File: src/rtl/i2c_arb_pkg.sv
// ============================================================================
// Module   : i2c_arb_pkg
// Brief    : State encoding and default register map for i2c_req_arbiter.
// Revision : 1.0 - initial release
// ============================================================================
`default_nettype none

package i2c_arb_pkg;

  typedef enum logic [3:0] {
    ST_IDLE    = 4'd0,
    ST_ARB     = 4'd1,
    ST_WR_DATA = 4'd2,
    ST_START   = 4'd3,
    ST_CLR     = 4'd4,
    ST_WAIT    = 4'd5,
    ST_POLL    = 4'd6,
    ST_SAMPLE  = 4'd7,
    ST_DONE    = 4'd8
  } state_t;

  localparam logic [3:0]  c_ADDR_DATA_DEF = 4'h2;
  localparam logic [3:0]  c_ADDR_CTRL_DEF = 4'h0;
  localparam logic [3:0]  c_ADDR_STAT_DEF = 4'h4;
  localparam logic [15:0] c_CTRL_START    = 16'h0001;
  localparam logic [15:0] c_CTRL_CLEAR    = 16'h0000;

endpackage

`default_nettype wire

File: src/rtl/i2c_req_arbiter_rr_arbiter.sv
// ============================================================================
// Module   : rr_arbiter
// Brief    : Combinational round-robin pick, searching from i_ptr upward.
// Revision : 1.0 - initial release
// ============================================================================
`default_nettype none

module rr_arbiter #(
  parameter int N_REQ = 2,
  parameter int IW    = 1
) (
  input  logic [N_REQ-1:0] i_req,
  input  logic [IW-1:0]    i_ptr,
  output logic [N_REQ-1:0] o_gnt,
  output logic [IW-1:0]    o_idx,
  output logic             o_valid
);

  always_comb begin
    o_gnt   = '0;
    o_idx   = '0;
    o_valid = 1'b0;
    for (int i = 0; i < N_REQ; i++) begin
      int k;
      k = int'(i_ptr) + i;
      if (k >= N_REQ) k = k - N_REQ;
      if (!o_valid && i_req[k]) begin
        o_valid  = 1'b1;
        o_idx    = IW'(k);
        o_gnt[k] = 1'b1;
      end
    end
  end

endmodule

`default_nettype wire

File: src/rtl/i2c_req_arbiter.sv
// ============================================================================
// Module   : i2c_req_arbiter
// Brief    : Round-robin sharing of one I2C peripheral register bus among
//            N_REQ requesters. Optional abort on poll timeout: I2C_ARB_TIMEOUT_EN.
// Revision : 1.0 - initial release
// ============================================================================
`default_nettype none

module i2c_req_arbiter
  import i2c_arb_pkg::*;
#(
  parameter int         N_REQ      = 2,
  parameter logic [3:0] ADDR_DATA  = c_ADDR_DATA_DEF,
  parameter logic [3:0] ADDR_CTRL  = c_ADDR_CTRL_DEF,
  parameter logic [3:0] ADDR_STAT  = c_ADDR_STAT_DEF,
  parameter int         BUSY_BIT   = 0,
  parameter int         START_WAIT = 4,
  parameter int         TIMEOUT    = 50000
) (
  input  logic                sys_clk_i,
  input  logic                sys_rst_i,
  input  logic [N_REQ-1:0]    req_i,
  input  logic [16*N_REQ-1:0] req_data_i,
  output logic [N_REQ-1:0]    gnt_o,
  output logic [N_REQ-1:0]    done_o,
  output logic                err_o,
  output logic [15:0]         per_d_in_o,
  output logic                per_cs_o,
  output logic [3:0]          per_addr_o,
  output logic                per_rd_o,
  output logic                per_wr_o,
  input  logic [7:0]          per_d_out_i
);

  localparam int IW = $clog2(N_REQ);

  state_t           r_state, w_next;
  logic [IW-1:0]    r_idx, r_ptr, w_idx;
  logic [N_REQ-1:0] r_gnt, w_gnt;
  logic             w_valid;
  logic [15:0]      r_data, w_sel;
  logic [15:0]      r_wait;
  logic             w_busy, w_wait_done, w_to_hit, w_err_wr;
  logic             w_unused;

  assign w_busy      = per_d_out_i[BUSY_BIT];
  assign w_wait_done = (r_wait == 16'(START_WAIT - 1));
  assign w_unused    = ^{per_d_out_i, 32'(TIMEOUT)};

  rr_arbiter #(.N_REQ(N_REQ), .IW(IW)) u_rr (
    .i_req   (req_i),
    .i_ptr   (r_ptr),
    .o_gnt   (w_gnt),
    .o_idx   (w_idx),
    .o_valid (w_valid)
  );

  always_comb begin
    w_sel = '0;
    for (int k = 0; k < N_REQ; k++) begin
      if (w_idx == IW'(k)) w_sel = req_data_i[16*k +: 16];
    end
  end

`ifdef I2C_ARB_TIMEOUT_EN
  logic [15:0] r_to;
  logic        r_err;

  assign w_to_hit = (r_to == 16'(TIMEOUT - 1));
  assign w_err_wr = r_err;

  always_ff @(posedge sys_clk_i or negedge sys_rst_i) begin
    if (!sys_rst_i) begin
      r_to  <= '0;
      r_err <= 1'b0;
    end else begin
      case (r_state)
        ST_CLR:    r_to <= '0;
        ST_POLL: begin
          r_to <= r_to + 16'd1;
          if (w_to_hit) r_err <= 1'b1;
        end
        ST_SAMPLE: begin
          r_to <= r_to + 16'd1;
          // A clean status in the final poll still counts as success.
          if (w_to_hit && w_busy) r_err <= 1'b1;
        end
        ST_DONE:   r_err <= 1'b0;
        default: ;
      endcase
    end
  end
`else
  assign w_to_hit = 1'b0;
  assign w_err_wr = 1'b0;
`endif

  always_ff @(posedge sys_clk_i or negedge sys_rst_i) begin
    if (!sys_rst_i) begin
      r_state <= ST_IDLE;
      r_idx   <= '0;
      r_ptr   <= '0;
      r_gnt   <= '0;
      r_data  <= '0;
      r_wait  <= '0;
    end else begin
      r_state <= w_next;
      case (r_state)
        ST_ARB: begin
          if (w_valid) begin
            r_idx  <= w_idx;
            r_gnt  <= w_gnt;
            r_data <= w_sel;
          end
        end
        ST_CLR:  r_wait <= '0;
        ST_WAIT: r_wait <= r_wait + 16'd1;
        ST_DONE: begin
          r_gnt <= '0;
          r_ptr <= (r_idx == IW'(N_REQ - 1)) ? '0 : r_idx + 1'b1;
        end
        default: ;
      endcase
    end
  end

  always_comb begin
    w_next     = r_state;
    per_cs_o   = 1'b0;
    per_wr_o   = 1'b0;
    per_rd_o   = 1'b0;
    per_addr_o = '0;
    per_d_in_o = '0;
    case (r_state)
      ST_IDLE:    if (|req_i) w_next = ST_ARB;
      ST_ARB:     w_next = w_valid ? ST_WR_DATA : ST_IDLE;
      ST_WR_DATA: begin
        per_cs_o   = 1'b1;
        per_wr_o   = 1'b1;
        per_addr_o = ADDR_DATA;
        per_d_in_o = r_data;
        w_next     = ST_START;
      end
      ST_START: begin
        per_cs_o   = 1'b1;
        per_wr_o   = 1'b1;
        per_addr_o = ADDR_CTRL;
        per_d_in_o = c_CTRL_START;
        w_next     = ST_CLR;
      end
      ST_CLR: begin
        per_cs_o   = 1'b1;
        per_wr_o   = 1'b1;
        per_addr_o = ADDR_CTRL;
        per_d_in_o = c_CTRL_CLEAR;
        w_next     = ST_WAIT;
      end
      ST_WAIT:    if (w_wait_done) w_next = ST_POLL;
      ST_POLL: begin
        per_cs_o   = 1'b1;
        per_rd_o   = 1'b1;
        per_addr_o = ADDR_STAT;
        w_next     = w_to_hit ? ST_DONE : ST_SAMPLE;
      end
      ST_SAMPLE:  w_next = (!w_busy || w_to_hit) ? ST_DONE : ST_POLL;
      ST_DONE: begin
        // After an abort, leave the peripheral with start cleared.
        if (w_err_wr) begin
          per_cs_o   = 1'b1;
          per_wr_o   = 1'b1;
          per_addr_o = ADDR_CTRL;
          per_d_in_o = c_CTRL_CLEAR;
        end
        w_next = ST_IDLE;
      end
      default:    w_next = ST_IDLE;
    endcase
  end

  assign gnt_o  = r_gnt;
  assign done_o = (r_state == ST_DONE) ? r_gnt : '0;
  assign err_o  = (r_state == ST_DONE) && w_err_wr;

endmodule

`default_nettype wire

File: config.mk
export PLATFORM = sky130hd
export DESIGN_NAME = i2c_req_arbiter
export DESIGN_NICKNAME = d
export VERILOG_FILES = /design/src/rtl/i2c_arb_pkg.sv /design/src/rtl/i2c_req_arbiter_rr_arbiter.sv /design/src/rtl/i2c_req_arbiter.sv
export SDC_FILE = /design/constraint.sdc
export NUM_CORES = 1
export LEC_CHECK = 0
export ABC_AREA = 1
export CAP_MARGIN = 10
export CORE_UTILIZATION = 45
export DETAILED_ROUTE_END_ITERATION = 16
export PLACE_DENSITY_LB_ADDON = 0.25
export SLEW_MARGIN = 20
export SYNTH_ARGS = -nofsm -noshare
export SYNTH_HDL_FRONTEND = slang
export SYNTH_SLANG_ARGS = --single-unit
export TNS_END_PERCENT = 5
File: constraint.sdc
create_clock -name sys_clk_i -period 3 [get_ports sys_clk_i]
set_input_delay 0.9 -clock sys_clk_i [delete_from_list [all_inputs] [get_ports sys_clk_i]]
set_output_delay 0.9 -clock sys_clk_i [all_outputs]
set_load 0.1 [all_outputs]
==> flow_summary.json, run 1 <==
{
  "power_density_nw_per_um2": 842.8,
  "final_cells": 489,
  "grt.overflow.total": 0,
  "synth.top_cells.by_count": "nand2_1, nor2_1, inv_1, dfrtp_1",
  "ys_warn_count": 0,
  "fin_area_um2": 3287,
  "pwr-share-seq_pct": 29.1,
  "total_power_uw": 2770,
  "grt_pass1_wl_um": 9321,
  "cts_resized": 0,
  "crit_buf_inv": 2,
  "remaining_drc_errors": 0,
  "status": "completed",
  "cts-root-buf": "clkbuf_8",
  "post-place-cells": 481,
  "crit_required_ns": 2.10,
  "finalSetupViolations": 0,
  "dp_worst_setup_slack_ns": 0.5045,
  "finalCritPeriodShare_pct": 89.44,
  "synthTopCellsByArea": "dfrtp_1, nand2_1, nor2_1, inv_1, nand3_1",
  "combPwrFrac_pct": 55.5,
  "routed_via_density": 4.818,
  "yosysUniqueCellTypes": 26,
  "num_vias": 2356,
  "antenna_left": 0,
  "slowest_stage": "dfrtp_1",
  "cap_violations": 0,
  "grt_use_total_pct": 21.77,
  "postCtsHoldBufs": 0,
  "synth_cells": 359,
  "p_leak_uw": 0.001628,
  "port_buffers": 61,
  "min_from": "r_idx",
  "grt_setup_unrepaired": "false",
  "path_cells": "inv_1 > nand2_2 > nor2_1 > nand2_2 > nor2_1 > buf_12",
  "yosys.area.top_type": "dfrtp_1",
  "ctsLongestPathBuffers": 2,
  "syn_area_um2": 2419,
  "synth_flop_cell": "dfrtp_1",
  "p_sw_uw": 1396,
  "slew_viol_final": 0,
  "worstMarginPinSlew_ns": 0.8885,
  "clkPwrFrac_pct": 15.4,
  "drtPass1Iterations": 4,
  "grt_max_degree": 41,
  "r2r_end": "r_wait[10]",
  "ir_drop_mv": 0.7607,
  "skew_ns": 0.006413,
  "core_region_area_um2": 5140,
  "syn2layout_area_growth_pct": 35.90,
  "wl_per_cell_um": 11.32,
  "grt_pass1_vias": 2178,
  "n_antenna_cell": 0,
  "cts_buffers": 5,
  "initial_core_util_pct": 47.05,
  "critPathMaxFanout": 17,
  "cts_sinks": 40,
  "crit_type": "flip-flop to primary output",
  "max_freq_mhz": 372.7,
  "yosysSeqAreaShare_pct": 41.39,
  "yosysTopAreaCellShare_pct": 41.39,
  "worstSetupEndpointType": "primary output",
  "hold_viol_final": 0,
  "intPower_uw": 1374,
  "clock_latency_ns": 0.29,
  "rr_startpoint": "r_wait[0]",
  "async_reset_ff_share_pct": 100.0,
  "drt_wl_total_um": 5536,
  "drt_iter0_markers": 123,
  "clk_pin_slew_worst_paths_ns": 0.08,
  "antenna_found_initial": 0,
  "drive_gt1_share_pct": 11.46,
  "r2r_cells": 7,
  "swShare_pct": 50.41,
  "cp_data_arrival_time_ns": 1.78,
  "place_congestion": 0.9131,
  "dp_hpwl_um": 4360,
  "synth.most_common_cell": "nand2_1",
  "synth_edf_count": 0,
  "syn_area_per_cell_um2": 6.737,
  "hold_path_depth": 1,
  "dieArea_um2": 5672,
  "start_kind": "flip-flop",
  "die_y_um": 75.31,
  "synth_seq_cells": 40,
  "die_x_um": 75.31,
  "hp-class": "flip-flop to flip-flop",
  "nets": 463,
  "min_period_ns": 2.683,
  "r2r_slack_ns": 1.47,
  "ioPinCount": 72,
  "utilization_pct": 63.95,
  "finalWorstSetupSlack_ns": 0.3169,
  "htree_num_levels": 2,
  "slowest_delay_ns": 0.42,
  "hold_end": "r_ptr",
  "rows": 26,
  "critPathTopFamily": "simple AND/OR/NAND/NOR gates",
  "post-cts-setup-buffers": 0,
  "cts_tree": "yes",
  "dpl-instance-area_um2": 3179,
  "max-slew-margin-rel_pct": 40.77
}
-- cell type report --
type	count	area (um^2)
Multi-Input combinational cell	256	1116
Clock buffer	6	72.57
Sequential cell	40	1001
Inverter	53	198.9
Fill cell	485	1853
Timing Repair Buffer	62	775.7
Tap cell	70	87.58
Clock inverter	2	35.03
-- power groups by stage --
stage                     Clock [uW]  Combinational, uW  Sequential (uW)
final                            426               1540              807
after global placement             0               1520              810
after floorplan                    0               1100              879
after detailed placement           0               1550              817
after CTS                        443               1550              808
after global routing             458               1660              830
-- state kept, by name, indices dropped and copies added, names as in the netlist --
signal and count:
r_idx 1, gnt_o 2, r_data 16, r_wait 16
r_state 4, r_ptr 1
-- logic make-up (layout without fill, tap and decap cells) --
logic type               count (synthesis)  in the layout  share of synthesized area [%]
AND/OR/NAND/NOR                        212            212                          36.21
AO/OA/AOI/OAI                           40             40                          8.950
adder cells (fa/ha/maj)                  1              1                         0.5172
buffers and inverters                   65            123                          12.78
flip-flops                              40             40                          41.39
other                                    1              3                         0.1551
-- metrics by stage --
stage,TNS [ns],hold slack (ns)
final,0,0.4736
after global routing,0,0.5242
after CTS,0,0.4767
after detailed placement,0,0.4640
after global placement,0,0.4623
after floorplan,-1.644,0.4388
-- how the worst max path moves through the flow --
stage / from / endpoint / slack (ns) / cells past startpoint
2_1_floorplan: r_state[1] / per_addr_o[2] / -0.35 / 5
3_3_place_gp: req_i[0] / gnt_o[0] / 0.53 / 7
3_5_place_dp: req_i[0] / gnt_o[0] / 0.50 / 7
4_1_cts: r_state[2] / per_d_in_o[14] / 0.29 / 6
5_1_grt: r_state[2] / per_d_in_o[15] / 0.20 / 6
6_report: r_state[2] / per_d_in_o[14] / 0.32 / 6
-- routing by layer --
metal / vias up / global-route usage [%] / routed length (um)
met5: - / 0 / 0
met4: 0 / 8.230 / 96
met3: 10 / 5.820 / 298
met2: 56 / 37.30 / 2789
met1: 1074 / 26.29 / 2352
li1: 1216 / - / -
-- worst reg2reg max path: cells and delay by family (launching register included) --
| family | cells | cell delay, ns |
|---|---|---|
| and+or+nand+nor | 6 | 0.74 |
| DFF | 1 | 0.43 |
| adders and majority gates | 1 | 0.29 |
-- cell usage in the layout, fill, tap and decap left out, types with 2 or more instances in the layout --
cell / Yosys / routed
buf_4: 5 / 8
nand3_1: 22 / 22
dfrtp_1: 40 / 40
o21ai_1: 9 / 10
nand2_2: 5 / 5
buf_12: 0 / 18
nor3_1: 3 / 3
o21ai_0: 22 / 21
nand4_1: 4 / 4
clkbuf_8: 0 / 5
conb_1: 1 / 3
nor2_1: 52 / 52
o22ai_1: 3 / 3
clkdlybuf4s50_1: 0 / 35
inv_2: 4 / 4
inv_1: 49 / 49
a21oi_1: 2 / 2
nor2_2: 2 / 2
nand2_1: 121 / 121
Note: power is estimated with default switching activity, not from simulation.
==> run 2: changes to the inputs <==
CORE_MARGIN = 1.5   (was default)
CORE_UTILIZATION = 43   (was 45)
clock period = 2.4 ns   (was 3 ns; I/O delays follow)
==> flow_summary.json, run 2 (synthesis results as in run 1) <==
{
  "worstSetupEndpointType": "primary output",
  "cap_violations": 0,
  "total_power_uw": 3659,
  "num_vias": 2389,
  "dp_hpwl_um": 4472,
  "clock_latency_ns": 0.29,
  "finalCritPeriodShare_pct": 97.42,
  "initial_core_util_pct": 44.19,
  "hold_path_depth": 1,
  "utilization_pct": 62.76,
  "layout_commonest_cell": "nand2_1",
  "wl_per_cell_um": 12.17,
  "grt_setup_unrepaired": "true",
  "grt_max_degree": 41,
  "hold_end": "r_ptr",
  "die_x_um": 78.00,
  "top_regs": "r_data (16), r_wait (16), r_state (4)",
  "r2r_slack_ns": 0.83,
  "drt_iter0_markers": 163,
  "critPathMaxFanout": 9,
  "place_congestion": 0.9246,
  "die_y_um": 78.00,
  "grt_pass1_vias": 2251,
  "rr_startpoint": "r_wait[0]",
  "worstMarginPinSlew_ns": 0.5132,
  "core_region_area_um2": 5473,
  "final_cells": 494,
  "post-place-cells": 485,
  "ir_drop_mv": 0.8274,
  "syn2layout_area_growth_pct": 42.01,
  "start_kind": "flip-flop",
  "p_leak_uw": 0.001664,
  "hold_ws_ns": 0.4687,
  "clk_pin_slew_worst_paths_ns": 0.08,
  "cts_sinks": 40,
  "final_cell_mix": "nand2_1, inv_1, dfrtp_1, clkdlybuf4s50_1, nor2_1",
  "routed_via_density": 4.836,
  "ioPinCount": 72,
  "slew_viol_final": 0,
  "cp_data_arrival_time_ns": 1.62,
  "status": "completed",
  "finalSetupViolations": 0,
  "postCtsHoldBufs": 0,
  "grt_pass1_wl_um": 10480,
  "nets": 466,
  "cts-root-buf": "clkbuf_8",
  "hold_viol_final": 0,
  "min_from": "r_idx",
  "finalWorstSetupSlack_ns": 0.06191,
  "remaining_drc_errors": 0,
  "max-slew-margin-rel_pct": 65.79,
  "drt_wl_total_um": 6012,
  "rows": 27,
  "skew_ns": 0.005952,
  "crit_required_ns": 1.68,
  "cts_buffers": 5,
  "n_antenna_cell": 0,
  "ctsLongestPathBuffers": 2,
  "dieArea_um2": 6083,
  "dp_worst_setup_slack_ns": 0.1560,
  "max_freq_mhz": 427.7,
  "antenna_left": 0,
  "port_buffers": 61,
  "drtPass1Iterations": 4,
  "cts_tree": "yes",
  "drive_gt1_share_pct": 17.30,
  "hp-class": "flip-flop to flip-flop",
  "crit_type": "flip-flop to primary output",
  "htree_num_levels": 2,
  "power_density_nw_per_um2": 1065,
  "r2r_cells": 6,
  "grt.overflow.total": 0,
  "grt_use_total_pct": 21.89,
  "antenna_found_initial": 0,
  "min_period_ns": 2.338,
  "r2r_end": "r_wait[14]"
}
## run 2: area by class of cell
type                    count  area [um^2]
inverters                  53        198.9
repair buffers             64        865.8
multi-input cells         257         1185
fillers                   506         2038
clock buffers               6        82.58
clock inverters             2        10.01
flip-flops and latches     40         1002
well taps                  72        90.09
## run 2: per-stage QoR
stage                     setup TNS, ns  instance area [um^2]
after global placement                0                  3302
after floorplan                  -3.907                  2456
after CTS                             0                  3426
after global routing            -0.1317                  3435
final                                 0                  3435
after detailed placement              0                  3302
## run 2: power by group
group	leakage [uW]	internal, uW	total [uW]	switching (uW)
Clock	0.0000510	229	458	229
Sequential	0.000521	883	1010	128
Combinational	0.00109	677	2190	1510
Total	0.00166	1790	3660	1870
## run 2: repair_timing
action,CTS,global route
endpoints found under the setup margin,16,20
gates cloned,1,0
buffers inserted,0,0
pin swaps,1,0
hold endpoints to repair,0,0
gates resized for setup,9,3
## run 2: critical path, cell delays in order, from the launching register on
cell,delay [ns]
dfrtp_1,0.42
inv_1,0.10
nand2_2,0.09
nor2_4,0.19
nand2_4,0.16
nor2_2,0.17
buf_12,0.19
## run 2: metal layers
layer,vias to the layer above,GRT usage [%],wire [um]
met5,-,0,0
met4,0,6.250,74
met3,7,5.882,367
met2,71,36.70,2934
met1,1084,27.64,2637
li1,1227,-,-
## run 2: worst max-delay path by stage
stage,start,end,slack (ns),cells after the start
floorplan,r_state[2],per_d_in_o[12],-0.38,5
global placement,r_state[2],per_d_in_o[3],0.17,6
detailed placement,req_i[0],r_data[0],0.16,6
CTS,r_state[1],per_d_in_o[11],0.0007,5
global route,r_state[0],done_o[0],-0.06,4
finish,r_state[2],per_d_in_o[4],0.06,6
